$ cat config.mk
export PLATFORM = sky130hd
export DESIGN_NAME = vga_frame_sequencer_flat
export DESIGN_NICKNAME = d
export VERILOG_FILES = /design/src/rtl/vga_pkg.sv /design/src/rtl/vga_frame_sequencer_if.sv /design/src/rtl/vga_timing_counter.sv /design/src/rtl/vga_frame_sequencer.sv /design/src/flat_wrapper.sv
export SDC_FILE = /design/constraint.sdc
export NUM_CORES = 1
export LEC_CHECK = 0
export ABC_CLOCK_PERIOD_IN_PS = 2000
export CORE_UTILIZATION = 56
export CTS_CLUSTER_DIAMETER = 150
export CTS_CLUSTER_SIZE = 28
export DETAILED_ROUTE_END_ITERATION = 8
export DONT_BUFFER_PORTS = 1
export PLACE_DENSITY = 0.8
export SETUP_SLACK_MARGIN = 0.02
export SLEW_MARGIN = 20
export SYNTH_ARGS = -nofsm -noshare
export SYNTH_HDL_FRONTEND = slang
export SYNTH_HIERARCHICAL = 1
export SYNTH_SLANG_ARGS = --single-unit
$ cat constraint.sdc
create_clock -name clk -period 2 [get_ports clk]
set_clock_uncertainty 0.2 [all_clocks]
set_input_delay 0 -clock clk [delete_from_list [all_inputs] [get_ports clk]]
set_output_delay 0 -clock clk [all_outputs]
set_load 0.02 [all_outputs]
$ cat src/rtl/vga_pkg.sv
// rtl/vga_pkg.sv - shared 800x600@60 timing constants and sequencer state type
package vga_pkg;

  localparam int VGA_H_ACTIVE = 800;
  localparam int VGA_H_FP     = 40;
  localparam int VGA_H_SYNC   = 128;
  localparam int VGA_H_BP     = 88;
  localparam int VGA_V_ACTIVE = 600;
  localparam int VGA_V_FP     = 1;
  localparam int VGA_V_SYNC   = 4;
  localparam int VGA_V_BP     = 23;

  // The line starts with the blanking interval; the visible area is at the end.
  localparam int H_TOTAL      = VGA_H_FP + VGA_H_SYNC + VGA_H_BP + VGA_H_ACTIVE;
  localparam int V_TOTAL      = VGA_V_FP + VGA_V_SYNC + VGA_V_BP + VGA_V_ACTIVE;
  localparam int H_DISP_START = VGA_H_FP + VGA_H_SYNC + VGA_H_BP;
  localparam int V_DISP_START = VGA_V_FP + VGA_V_SYNC + VGA_V_BP;

  typedef enum logic [1:0] {
    IDLE      = 2'd0,
    RUN       = 2'd1,
    STOP_PEND = 2'd2
  } seq_state_t;

endpackage

$ cat src/rtl/vga_frame_sequencer_if.sv
// rtl/vga_frame_sequencer_if.sv - upstream grayscale pixel valid/ready handshake
interface vga_frame_sequencer_if #(
  parameter int BIT_DEPTH = 8
) ();

  logic [BIT_DEPTH-1:0] pix_data;
  logic                 pix_valid;
  logic                 pix_ready;

  modport master (output pix_data, output pix_valid, input pix_ready);
  modport slave  (input pix_data, input pix_valid, output pix_ready);

endinterface

$ cat src/rtl/vga_timing_counter.sv
// rtl/vga_timing_counter.sv - raster position counters with hold-at-origin and region decode
module vga_timing_counter
  import vga_pkg::*;
#(
  parameter int ROWS     = 512,
  parameter int COLS     = 512,
  parameter int H_ACTIVE = VGA_H_ACTIVE,
  parameter int H_FP     = VGA_H_FP,
  parameter int H_SYNC   = VGA_H_SYNC,
  parameter int H_BP     = VGA_H_BP,
  parameter int V_ACTIVE = VGA_V_ACTIVE,
  parameter int V_FP     = VGA_V_FP,
  parameter int V_SYNC   = VGA_V_SYNC,
  parameter int V_BP     = VGA_V_BP
) (
  input  logic clk,
  input  logic rst_n,
  input  logic en,
  output logic hsync,
  output logic vsync,
  output logic window,
  output logic frame_origin,
  output logic frame_wrap,
  output logic last_pixel
);

  localparam logic [10:0] H_LAST   = 11'(H_FP + H_SYNC + H_BP + H_ACTIVE - 1);
  localparam logic [9:0]  V_LAST   = 10'(V_FP + V_SYNC + V_BP + V_ACTIVE - 1);
  localparam logic [10:0] HS_BEGIN = 11'(H_FP);
  localparam logic [10:0] HS_END   = 11'(H_FP + H_SYNC);
  localparam logic [9:0]  VS_BEGIN = 10'(V_FP);
  localparam logic [9:0]  VS_END   = 10'(V_FP + V_SYNC);
  localparam logic [10:0] WIN_X0   = 11'(H_FP + H_SYNC + H_BP);
  localparam logic [10:0] WIN_X1   = 11'(H_FP + H_SYNC + H_BP + COLS);
  localparam logic [9:0]  WIN_Y0   = 10'(V_FP + V_SYNC + V_BP);
  localparam logic [9:0]  WIN_Y1   = 10'(V_FP + V_SYNC + V_BP + ROWS);

  logic [10:0] cx;
  logic [9:0]  cy;

  // Without enable the position is pinned to the origin so a new frame starts at (0,0).
  always_ff @(posedge clk or negedge rst_n) begin
    if (!rst_n) begin
      cx <= '0;
      cy <= '0;
    end else if (!en) begin
      cx <= '0;
      cy <= '0;
    end else if (cx == H_LAST) begin
      cx <= '0;
      cy <= (cy == V_LAST) ? '0 : cy + 10'd1;
    end else begin
      cx <= cx + 11'd1;
    end
  end

  assign hsync        = (cx >= HS_BEGIN) && (cx < HS_END);
  assign vsync        = (cy >= VS_BEGIN) && (cy < VS_END);
  assign window       = (cx >= WIN_X0) && (cx < WIN_X1) && (cy >= WIN_Y0) && (cy < WIN_Y1);
  assign frame_origin = (cx == '0) && (cy == '0);
  assign frame_wrap   = (cx == H_LAST) && (cy == V_LAST);
  assign last_pixel   = (cx == WIN_X1 - 11'd1) && (cy == WIN_Y1 - 10'd1);

endmodule

$ cat src/rtl/vga_frame_sequencer.sv
// rtl/vga_frame_sequencer.sv - VGA frame sequencing, windowed pixel pull and aligned output registers
module vga_frame_sequencer
  import vga_pkg::*;
#(
  parameter int BIT_DEPTH = 8,
  parameter int ROWS      = 512,
  parameter int COLS      = 512,
  parameter int H_ACTIVE  = VGA_H_ACTIVE,
  parameter int H_FP      = VGA_H_FP,
  parameter int H_SYNC    = VGA_H_SYNC,
  parameter int H_BP      = VGA_H_BP,
  parameter int V_ACTIVE  = VGA_V_ACTIVE,
  parameter int V_FP      = VGA_V_FP,
  parameter int V_SYNC    = VGA_V_SYNC,
  parameter int V_BP      = VGA_V_BP
) (
  input  logic                  clk,
  input  logic                  rst_n,
  input  logic                  start,
  input  logic                  stop,
  vga_frame_sequencer_if.slave  pix,
  output logic [BIT_DEPTH-1:0]  R,
  output logic [BIT_DEPTH-1:0]  G,
  output logic [BIT_DEPTH-1:0]  B,
  output logic                  HS,
  output logic                  VS,
  output logic                  frame_start,
  output logic                  frame_done,
  output logic                  busy,
  output logic                  underflow
);

  seq_state_t           state_q, state_d;
  logic                 hsync, vsync, window, frame_origin, frame_wrap, last_pixel;
  logic                 xfer;
  logic [BIT_DEPTH-1:0] pix_q;

  vga_timing_counter #(
    .ROWS(ROWS), .COLS(COLS),
    .H_ACTIVE(H_ACTIVE), .H_FP(H_FP), .H_SYNC(H_SYNC), .H_BP(H_BP),
    .V_ACTIVE(V_ACTIVE), .V_FP(V_FP), .V_SYNC(V_SYNC), .V_BP(V_BP)
  ) u_counter (
    .clk          (clk),
    .rst_n        (rst_n),
    .en           (busy),
    .hsync        (hsync),
    .vsync        (vsync),
    .window       (window),
    .frame_origin (frame_origin),
    .frame_wrap   (frame_wrap),
    .last_pixel   (last_pixel)
  );

  always_ff @(posedge clk or negedge rst_n) begin
    if (!rst_n) state_q <= IDLE;
    else        state_q <= state_d;
  end

  // Start has priority in IDLE; once running, only stop matters, and only once.
  always_comb begin
    state_d = state_q;
    case (state_q)
      IDLE:      if (start)      state_d = RUN;
      RUN:       if (stop)       state_d = STOP_PEND;
      STOP_PEND: if (frame_wrap) state_d = IDLE;
      default:                   state_d = IDLE;
    endcase
  end

  assign busy          = (state_q != IDLE);
  assign pix.pix_ready = busy && window;
  assign xfer          = pix.pix_ready && pix.pix_valid;

  // Pixel, syncs and pulses share one register stage so they stay aligned at the output.
  always_ff @(posedge clk or negedge rst_n) begin
    if (!rst_n) begin
      pix_q       <= '0;
      HS          <= 1'b1;
      VS          <= 1'b1;
      frame_start <= 1'b0;
      frame_done  <= 1'b0;
      underflow   <= 1'b0;
    end else begin
      if (pix.pix_ready && !pix.pix_valid) underflow <= 1'b1;
      if (!busy) begin
        pix_q       <= '0;
        HS          <= 1'b1;
        VS          <= 1'b1;
        frame_start <= 1'b0;
        frame_done  <= 1'b0;
      end else begin
        pix_q       <= xfer ? pix.pix_data : '0;
        HS          <= ~hsync;
        VS          <= ~vsync;
        frame_start <= frame_origin;
        frame_done  <= last_pixel;
      end
    end
  end

  assign R = pix_q;
  assign G = pix_q;
  assign B = pix_q;

endmodule

$ cat src/flat_wrapper.sv
// flat-port wrapper written by rule: the top's interface ports become plain ports
module vga_frame_sequencer_flat import vga_pkg::*;
#(
  parameter int BIT_DEPTH = 8,
  parameter int ROWS      = 512,
  parameter int COLS      = 512,
  parameter int H_ACTIVE  = VGA_H_ACTIVE,
  parameter int H_FP      = VGA_H_FP,
  parameter int H_SYNC    = VGA_H_SYNC,
  parameter int H_BP      = VGA_H_BP,
  parameter int V_ACTIVE  = VGA_V_ACTIVE,
  parameter int V_FP      = VGA_V_FP,
  parameter int V_SYNC    = VGA_V_SYNC,
  parameter int V_BP      = VGA_V_BP
)
  (clk, rst_n, start, stop, R, G, B, HS, VS, frame_start, frame_done, busy, underflow, pix_pix_data, pix_pix_valid, pix_pix_ready);
  vga_frame_sequencer_if #(.BIT_DEPTH(BIT_DEPTH)) pix_i ();
  input  logic clk;
  input  logic rst_n;
  input  logic start;
  input  logic stop;
  output logic [BIT_DEPTH-1:0] R;
  output logic [BIT_DEPTH-1:0] G;
  output logic [BIT_DEPTH-1:0] B;
  output logic HS;
  output logic VS;
  output logic frame_start;
  output logic frame_done;
  output logic busy;
  output logic underflow;
  input wire logic [$bits(pix_i.pix_data)-1:0] pix_pix_data;
  input wire logic [$bits(pix_i.pix_valid)-1:0] pix_pix_valid;
  output wire logic [$bits(pix_i.pix_ready)-1:0] pix_pix_ready;
  assign pix_i.pix_data = pix_pix_data;
  assign pix_i.pix_valid = pix_pix_valid;
  assign pix_pix_ready = pix_i.pix_ready;
  vga_frame_sequencer #(.BIT_DEPTH(BIT_DEPTH), .ROWS(ROWS), .COLS(COLS), .H_ACTIVE(H_ACTIVE), .H_FP(H_FP), .H_SYNC(H_SYNC), .H_BP(H_BP), .V_ACTIVE(V_ACTIVE), .V_FP(V_FP), .V_SYNC(V_SYNC), .V_BP(V_BP)) u_core (.clk(clk), .rst_n(rst_n), .start(start), .stop(stop), .pix(pix_i), .R(R), .G(G), .B(B), .HS(HS), .VS(VS), .frame_start(frame_start), .frame_done(frame_done), .busy(busy), .underflow(underflow));
endmodule
=== Yosys cells after proc, flatten, opt, wreduce, memory -nomap -nowiden ===
Cells that the tools add are included.

* Bits in registers: 36
* Input bits: 13
* Logic and storage cells: 63

* Add/sub/neg operators: 2
* Magnitude comparators: 8
* Equality and inequality tests: 10
* Muxes and demuxes: 15
* Bitwise logic cells: 2
* Reduce and logical (&&, ||, !) cells: 17

{| class="wikitable"
|+ Operator list
! kind !! number
|-
| 10-bit two-way mux || 3
|-
| 11-bit two-way mux || 2
|-
| 10-bit equality test (second input constant) || 2
|-
| 8-bit two-way mux || 2
|-
| 11-bit by 1-bit adder with 11-bit output (second input constant) || 1
|-
| 11-bit by 10-bit equality test with 1-bit output (second input constant) || 1
|-
| 11-bit equality test (second input constant) || 1
|-
| 11-bit by 6-bit >= comparator with 1-bit output (second input constant) || 1
|-
| 11-bit by 9-bit >= comparator with 1-bit output (second input constant) || 1
|-
| 1-bit logical AND || 11
|-
| 11-bit zero test || 1
|-
| 11-bit by 10-bit < comparator with 1-bit output (second input constant) || 1
|-
| 11-bit by 8-bit < comparator with 1-bit output (second input constant) || 1
|-
| 10-bit by 1-bit adder with 10-bit output (second input constant) || 1
|-
| 10-bit by 1-bit >= comparator with 1-bit output (second input constant) || 1
|-
| 10-bit by 5-bit >= comparator with 1-bit output (second input constant) || 1
|-
| 10-bit zero test || 1
|-
| 10-bit < comparator (second input constant) || 1
|-
| 10-bit by 3-bit < comparator with 1-bit output (second input constant) || 1
|-
| 2-bit two-way mux || 3
|-
| 2-bit inequality test (second input constant) || 3
|-
| 2-bit case mux with 3 select lines || 1
|-
| 1-bit two-way mux || 4
|-
| 3-bit AND reduction || 1
|-
| 7 further kinds || 8
|}

=== Longest topological paths before layout ===
Gate-level depths: netlist (run 1).

* Depth after elaboration: 8
* Depth in mapped cells: 7

=== Cells and area by module ===
Netlist (run 1), hierarchy kept.

{| class="wikitable"
|+ Modules (own cells, without submodules)
! module !! times used !! cells each !! area an instance (um2)
|-
| vga_timing_counter || 1 || 147 || 1347.5
|-
| vga_frame_sequencer || 1 || 55 || 648.1
|}

=== Worst setup path after synthesis (run 1) ===
OpenSTA, ideal clock, no wires.

* Path kind: flip-flop to flip-flop
* Start point: reg u_core.u_counter.cy[3]
* End point: reg u_core.u_counter.cy[2]
* Setup time: 121 ps
* Arrival: 1579 ps
* Slack: 100 ps
* Cell stages (with the launch flop): 6
* Clock period less this slack: 1900 ps
* Path through: dfrtp_1 > buf_6 > or3_4 > o31a_1 > and2_4 > a22o_1

* Longest elaborated chain between the ends: 4

{| class="wikitable"
|+ Ends and longest elaborated chain
! what !! line !! text
|-
| start: declaration || vga_timing_counter.sv:39 || <nowiki>logic [9:0] cy;</nowiki>
|-
| start signal: assignment || vga_timing_counter.sv:51 || <nowiki>cy <= (cy == V_LAST) ? '0 : cy + 10'd1;</nowiki>
|-
| 10-bit equality test || vga_timing_counter.sv:51 ||
|-
| 10-bit two-way mux || vga_timing_counter.sv:51 ||
|-
| 10-bit two-way mux || vga_timing_counter.sv:49 || <nowiki>end else if (cx == H_LAST) begin</nowiki>
|-
| 10-bit two-way mux || vga_timing_counter.sv:46 || <nowiki>end else if (!en) begin</nowiki>
|}

No other way between the ends. The select of a mux whose other input is x is not followed.
A chain may end at the register's enable or synchronous reset.

=== Worst setup path after layout (run 1) ===
* Start point: reg u_core.u_counter.cy[6]
* End point: out pix_pix_ready

* Longest elaborated chain between the ends: 4
* Elaborated cells between the ends (all ways): 5

{| class="wikitable"
|+ Ends and longest elaborated chain
! what !! line !! text
|-
| 10-bit by 5-bit >= comparator with 1-bit output || vga_timing_counter.sv:59 || <nowiki>assign window = (cx >= WIN_X0) && (cx < WIN_X1) && (cy >= WIN_Y0) && (cy < WIN_Y1);</nowiki>
|-
| 1-bit logical AND || vga_timing_counter.sv:59 ||
|-
| 1-bit logical AND (*) || vga_timing_counter.sv:59 ||
|-
| net u_core.window || vga_frame_sequencer.sv:34 || <nowiki>logic hsync, vsync, window, frame_origin, frame_wrap, last_pixel;</nowiki>
|-
| 1-bit logical AND (*) || vga_frame_sequencer.sv:71 || <nowiki>assign pix.pix_ready = busy && window;</nowiki>
|-
| end: declaration || flat_wrapper.sv:33 || <nowiki>output wire logic [$bits(pix_i.pix_ready)-1:0] pix_pix_ready;</nowiki>
|}

Mark *: on every way through the listed nets, which the timed path passes. The rest lies on a longest branch.

==> reports/metrics.csv, run 1 <==
metric,value,unit
Post-synth top cells,"34 x dfrtp_1, 19 x nor2_1, 16 x buf_4",
Worst Reg-to-Reg Cells,7,
final hold violations,9,
DR vias,1774,
power share of the clock group,0.259,
predominant post-synthesis flop cell,dfrtp_1,
crit-path max FO,2,
complex-gate fraction of the synthesized area,0.1204,
maxcap violations,0,
Setup crit end kind,output pin,
CTS root buf,clkbuf_4,
synthesis-to-finish area growth,20.94,%
critical path class,register to output pin,
area of the multi-input gates,972.2,sq um
cell internal pwr,1.354,mW
fillers,208,
core box area,3363,sq um
leakage power,1.107,nW
Peak VDD IR,0.0004663,V
DRC,0,
DRT Pass-1 Iters,7,
initial antenna violation count,1,
Mapped Nets,220,
PD cells,858.1,nW/um^2
H-tree lvl count,2,
outcome,finished with violations,
synthesized-area fraction occupied by adder cells,0.03135,
first-pass GRT wire length,7569,um
Tot Pwr,2.071,mW
synthesized flop and latch total,36,
ANT nets after route,0,
Register Area,905.9,sq um
global placer's final weighted congestion,0.9223,
"count leader, synth",dfrtp_1,
Fin Hold WS,-0.008354,ns
fin crit share,1.066,
CTS buffer count,5,
relative slew slack,0.6310,
GRT Total Usage,0.2824,
P_sw,0.7177,mW
Ports,44,
Logic pwr share,0.342,
path type of the worst min-delay path,primary input to async pin,
Final Setup Violations,10,
reg2reg start,u_core/u_counter/cy[6]$_DFFE_PN0P_,
Worst-Margin Slew,0.5539,ns
Max Freq,0.4692,GHz
Die W,61.70,um
layout net count,245,
deepest clock path buffer count,2,
# clock sinks,36,
Post-synth EDFFs,0,
PortBufs,0,
drt initial violations,289,
Simple-Gate Fraction of Synth Area,0.2476,
share of cells above drive strength 1,0.2939,
leading area contributor after synthesis,dfrtp_1,
clk slew on worst S/H paths,0.13,ns
ys async rst share,1.000,
largest net degree at the start of global routing,35,
HPWL Detailed,2830,um
DIE HEIGHT,61.70,um
Final Critical Period,2.131,ns
WP data required,1.80,ns
GR Overflow Total,0,
Syn Inst Count,202,
RSZ-0062 raised after global routing,yes,
mapped cell area,1996,sq um
flop-to-flop setup slack,-0.12,ns
Sw Share,0.3465,
post-synthesis sequential area ratio,0.4527,
largest family of logic cells by synthesized area,simple AND/OR/NAND/NOR gates,
die area,3806,sq um
Final Max Tran Viols,0,
Std-Cell Rows,21,
failing checks,"hold timing, setup timing",
vias in the first global route,1584,
Total Wirelength,5957,um
Worst setup SP type,register,
Synth area leaders,"dfrtp_1 43%, buf_4 6.0%, nor2_1 3.6%",
synth warn,6,
starting density of the core,0.5934,
post-route setup slack,-0.1314,ns
XOR/XNOR Fraction of Synth Area,0.05266,
WL per Instance,21.66,um
Synth top area share,0.4263,
Yosys cell types,45,
clk_lat worst skew,0.35,ns
Flop pwr share,0.399,
vias per cell,6.451,
r2r endpoint,u_core/B[6]$_DFF_PN0_,
Worst Path Arrival,1.93,ns
mux share of post-synthesis cell area,0,
pre-CTS WS,-0.1307,ns
Syn Area/Cell,9.880,sq um
CTS tree,done,
-- through the flow --
step | cell area (sq um) | instances | utilization | setup TNS (ns)
2_1_floorplan | 1996 | 202 | - | 0
3_3_place_gp | 2047 | 246 | 0.6086 | 0
5_1_grt | 2414 | 275 | 0.7176 | -1.948
4_1_cts | 2336 | 271 | 0.6946 | 0
6_report | 2414 | 275 | 0.7176 | -1.042
3_5_place_dp | 2047 | 246 | 0.6086 | -1.094
-- cells by family (layout without fill, tap and decap cells) --
family | Yosys count | count (layout)
xor+xnor | 12 | 12
other cells | 0 | 1
flops | 36 | 36
buf+inv | 32 | 58
compound gates | 32 | 32
simple gates | 85 | 85
fa+ha+maj | 5 | 5
-- power groups by stage --
| stage | sequential (mW) | clock, mW | combinational [mW] |
|---|---|---|---|
| 6_report | 0.827 | 0.537 | 0.708 |
| 5_1_grt | 0.836 | 0.570 | 0.773 |
| 4_1_cts | 0.824 | 0.520 | 0.590 |
| 3_5_place_dp | 0.838 | 0 | 0.525 |
| 3_3_place_gp | 0.834 | 0 | 0.509 |
| 2_1_floorplan | 0.865 | 0 | 0.283 |
-- critical path, stage by stage (launching register included) --
cell and delay (ns):
dfrtp_1 0.44, nor4_4 0.32, nand2_1 0.12, xnor2_1 0.15
nor3_2 0.31, o21ai_2 0.13, inv_2 0.12
-- registers in the layout, indices dropped and copies added, names as in the netlist --
| signal | count |
|---|---|
| u_core/frame_done | 1 |
| u_core/state_q | 2 |
| u_core/VS | 1 |
| u_core/frame_start | 1 |
| u_core/B | 8 |
| u_core/u_counter/cy | 10 |
| u_core/underflow | 1 |
| u_core/u_counter/cx | 11 |
| u_core/HS | 1 |
-- placed cells by master (no fill, tap or decap), drive strengths merged, types with 2 or more instances in the layout --
cell type,count
o31a,2
a21oi,2
o21ai,11
dfstp,2
clkbuf,5
or3,3
dlygate4sd3,13
o211ai,3
nand4,5
nand2,6
nand2b,4
nor2b,5
xnor2,8
nor3,7
ha,5
a22o,4
buf,26
o31ai,2
and2,10
nor2,19
and3,7
inv,11
a31oi,2
nor4,3
dfrtp,34
xor2,4
nand3,9
and4,3
-- area by class of cell --
| class | instances | share of cell area |
|---|---|---|
| Timing Repair Buffer | 39 | 0.1467 |
| Inverter | 11 | 0.01711 |
| Antenna cell | 1 | 0.001037 |
| Multi-Input combinational cell | 134 | 0.4028 |
| Tap cell | 46 | 0.02385 |
| Clock inverter | 3 | 0.01763 |
| Clock buffer | 5 | 0.01555 |
| Sequential cell | 36 | 0.3753 |
-- worst max path at each step --
stage	startpoint	endpoint	cells after the start
floorplan	u_core/u_counter/cy[3]$_DFFE_PN0P_	u_core/u_counter/cy[2]$_DFFE_PN0P_	5
global route	u_core/u_counter/cy[6]$_DFFE_PN0P_	pix_pix_ready	6
finish	u_core/u_counter/cy[6]$_DFFE_PN0P_	pix_pix_ready	6
detailed placement	u_core/u_counter/cy[6]$_DFFE_PN0P_	u_core/underflow$_DFFE_PN0P_	6
global placement	u_core/u_counter/cy[7]$_DFFE_PN0P_	u_core/B[7]$_DFF_PN0_	6
CTS	u_core/u_counter/cy[8]$_DFFE_PN0P_	pix_pix_ready	6
-- metal layers --
metal / global-route usage / vias up / routed length (um)
li1: - / 742 / -
met5: 0 / - / 0
met1: 0.3219 / 821 / 2114
met4: 0.1651 / 0 / 385
met3: 0.09731 / 55 / 585
met2: 0.4608 / 156 / 2871
-- timing repair --
item | CTS | global route
hold buffers | 15 | 0
resized for setup | 6 | 19
cloned | 0 | 0
hold endpoints to repair | 47 | 0
setup buffers | 2 | 3
setup endpoints to repair | 10 | 17
pin swaps | 2 | 14
(Power assumes the default switching activity.)
==> inputs of run 2 (changes only) <==
ABC_CLOCK_PERIOD_IN_PS = 2200   (was 2000)
CORE_UTILIZATION = 60   (was 56)
GPL_TIMING_DRIVEN = 0   (was default)
PLACE_DENSITY = 0.82   (was 0.8)
clock period = 2.2 ns   (was 2 ns; I/O delays follow)
==> run 2 against run 1 <==
  * The flow now finishes without violations
  * Sequential power decreased by 4.2%
  * First-iteration DRC count fell by 62%
  * Sequential share of layout area rose by 1.1 points
  * Core utilization rose by 3.7 points
  * Global-route usage decreased by 2.4 points
  * Combinational power is 43% lower
  * Cell count fell by 1.5%
  * Count of clock-buffer cells in the layout unchanged
  * Die area fell by 6.5%
  * Critical path depth is 1 lower
  * Largest cell class unchanged
  * Highest routed layer unchanged
==> reports/metrics.csv, run 2 (synthesized netlist as in run 1, its figures left out) <==
metric,value,unit
outcome,"finished, final reports clean",
Final Max Tran Viols,0,
deepest clock path buffer count,2,
RSZ-0062 raised after global routing,no,
Std-Cell Rows,20,
synthesis-to-finish area growth,17.37,%
CTS root buf,clkbuf_4,
drt initial violations,111,
vias in the first global route,1458,
Worst setup SP type,register,
"most common cell after layout, fill and taps aside",dfrtp_1,
global placer's final weighted congestion,0.8776,
hold_sp,pix_pix_data[4],
die area,3561,sq um
PortBufs,0,
max FFs per register,11,
WL per Instance,15.56,um
DR vias,1568,
relative slew slack,0.7160,
Max Freq,0.4724,GHz
largest net degree at the start of global routing,35,
ANT nets after route,0,
PD cells,703.5,nW/um^2
flop-to-flop setup slack,0.08,ns
leakage power,1.088,nW
r2r endpoint,u_core/u_counter/cy[3]$_DFFE_PN0P_,
Setup crit end kind,register,
Final Critical Period,2.117,ns
ant diodes,0,
critical path class,register to register,
Worst Path Arrival,2.14,ns
CTS buffer count,5,
H-tree lvl count,2,
DRC,0,
first-pass GRT wire length,6644,um
DIE HEIGHT,59.67,um
clk slew on worst S/H paths,0.12,ns
Worst Reg-to-Reg Cells,5,
final hold violations,0,
Hold Path End,u_core/B[4]$_DFF_PN0_,
Die W,59.67,um
vias per cell,5.786,
Largest Register,u_core/u_counter/cx,
Worst-Margin Slew,0.4224,ns
Ports,44,
most frequent cells in the layout,"33 x dfrtp_1, 19 x nor2_1, 17 x buf_4",
crit-path max FO,8,
Peak VDD IR,0.0005641,V
maxcap violations,0,
fin crit share,0.9621,
reg2reg start,u_core/u_counter/cx[8]$_DFF_PN0_,
GRT Total Usage,0.2588,
Total Wirelength,4216,um
DRT Pass-1 Iters,4,
GR Overflow Total,0,
starting density of the core,0.6431,
layout net count,244,
HPWL Detailed,2727,um
initial antenna violation count,0,
core box area,3103,sq um
Final Setup Violations,0,
Fin Hold WS,0.1120,ns
CTS tree,done,
path type of the worst min-delay path,primary input to register,
WP data required,2.23,ns
share of cells above drive strength 1,0.2070,
total negative slack,0,ns
# clock sinks,36,
Cells on Worst Hold Path,2,
clk_lat worst skew,0.34,ns
run 2: changes by cell type in the layout (fill, tap and decap cells not counted), sizes merged:
cell	change
buf	-5
clkbuf	+3
diode	-1
dlygate4sd3	+1
run 2: per-stage QoR:
step,cells,area [sq um],utilization,setup WS [ns],power [mW]
CTS,270,2332,0.7516,0.04204,1.638
detailed placement,246,2051,0.6609,0.06013,1.137
floorplan,202,1996,-,0.2996,1.043
global placement,246,2051,0.6609,0.1297,1.115
finish,271,2342,0.7548,0.08328,1.648
global route,271,2342,0.7548,0.02430,1.746
run 2: critical path, cell delays in order (launching register included):
cell,delay (ns)
dfrtp_1,0.38
buf_2,0.16
or3b_4,0.41
o31ai_4,0.42
o21ai_1,0.14
a22o_2,0.28
run 2: worst max-delay path by stage:
stage | endpoint | startpoint | cells past startpoint | slack, ns
after floorplan | u_core/u_counter/cy[2]$_DFFE_PN0P_ | u_core/u_counter/cy[3]$_DFFE_PN0P_ | 5 | 0.30
after global placement | u_core/B[7]$_DFF_PN0_ | u_core/u_counter/cy[7]$_DFFE_PN0P_ | 6 | 0.13
after detailed placement | u_core/B[1]$_DFF_PN0_ | u_core/u_counter/cy[7]$_DFFE_PN0P_ | 6 | 0.06
after CTS | pix_pix_ready | u_core/u_counter/cy[7]$_DFFE_PN0P_ | 6 | 0.04
after global routing | u_core/u_counter/cy[1]$_DFFE_PN0P_ | u_core/u_counter/cx[8]$_DFF_PN0_ | 5 | 0.02
final | u_core/u_counter/cy[3]$_DFFE_PN0P_ | u_core/u_counter/cx[8]$_DFF_PN0_ | 5 | 0.08
run 2: cell type report:
cell class | count | area (sq um)
clock inverter | 3 | 42.54
multi-input combinational | 134 | 922.1
fill | 216 | 760.7
timing repair buffer | 17 | 187.7
buffer | 21 | 151.4
tap | 44 | 55.05
sequential | 36 | 904.6
clock buffer | 5 | 37.54
inverter | 11 | 41.29
run 2: what timing repair did:
| action | in CTS | in global routing |
|---|---|---|
| pin swaps | 0 | 3 |
| setup buffers | 0 | 1 |
| endpoints found under the hold margin | 47 | 0 |
| hold buffers | 16 | 0 |
| gates resized for setup | 4 | 6 |
| setup endpoints to repair | 1 | 6 |
run 2: layer usage:
metal	track usage	part of all wire	vias up
li1	-	-	735
met5	0	0	-
met4	0.1329	0.028	0
met2	0.4508	0.53	63
met1	0.2994	0.39	755
met3	0.05195	0.046	15
run 2: report_power, final:
part           leakage, nW  switching (mW)  internal, mW
Combinational        0.561           0.248         0.155
Sequential           0.486          0.0826         0.709
Clock               0.0412           0.216         0.237
Total                 1.09           0.547          1.10
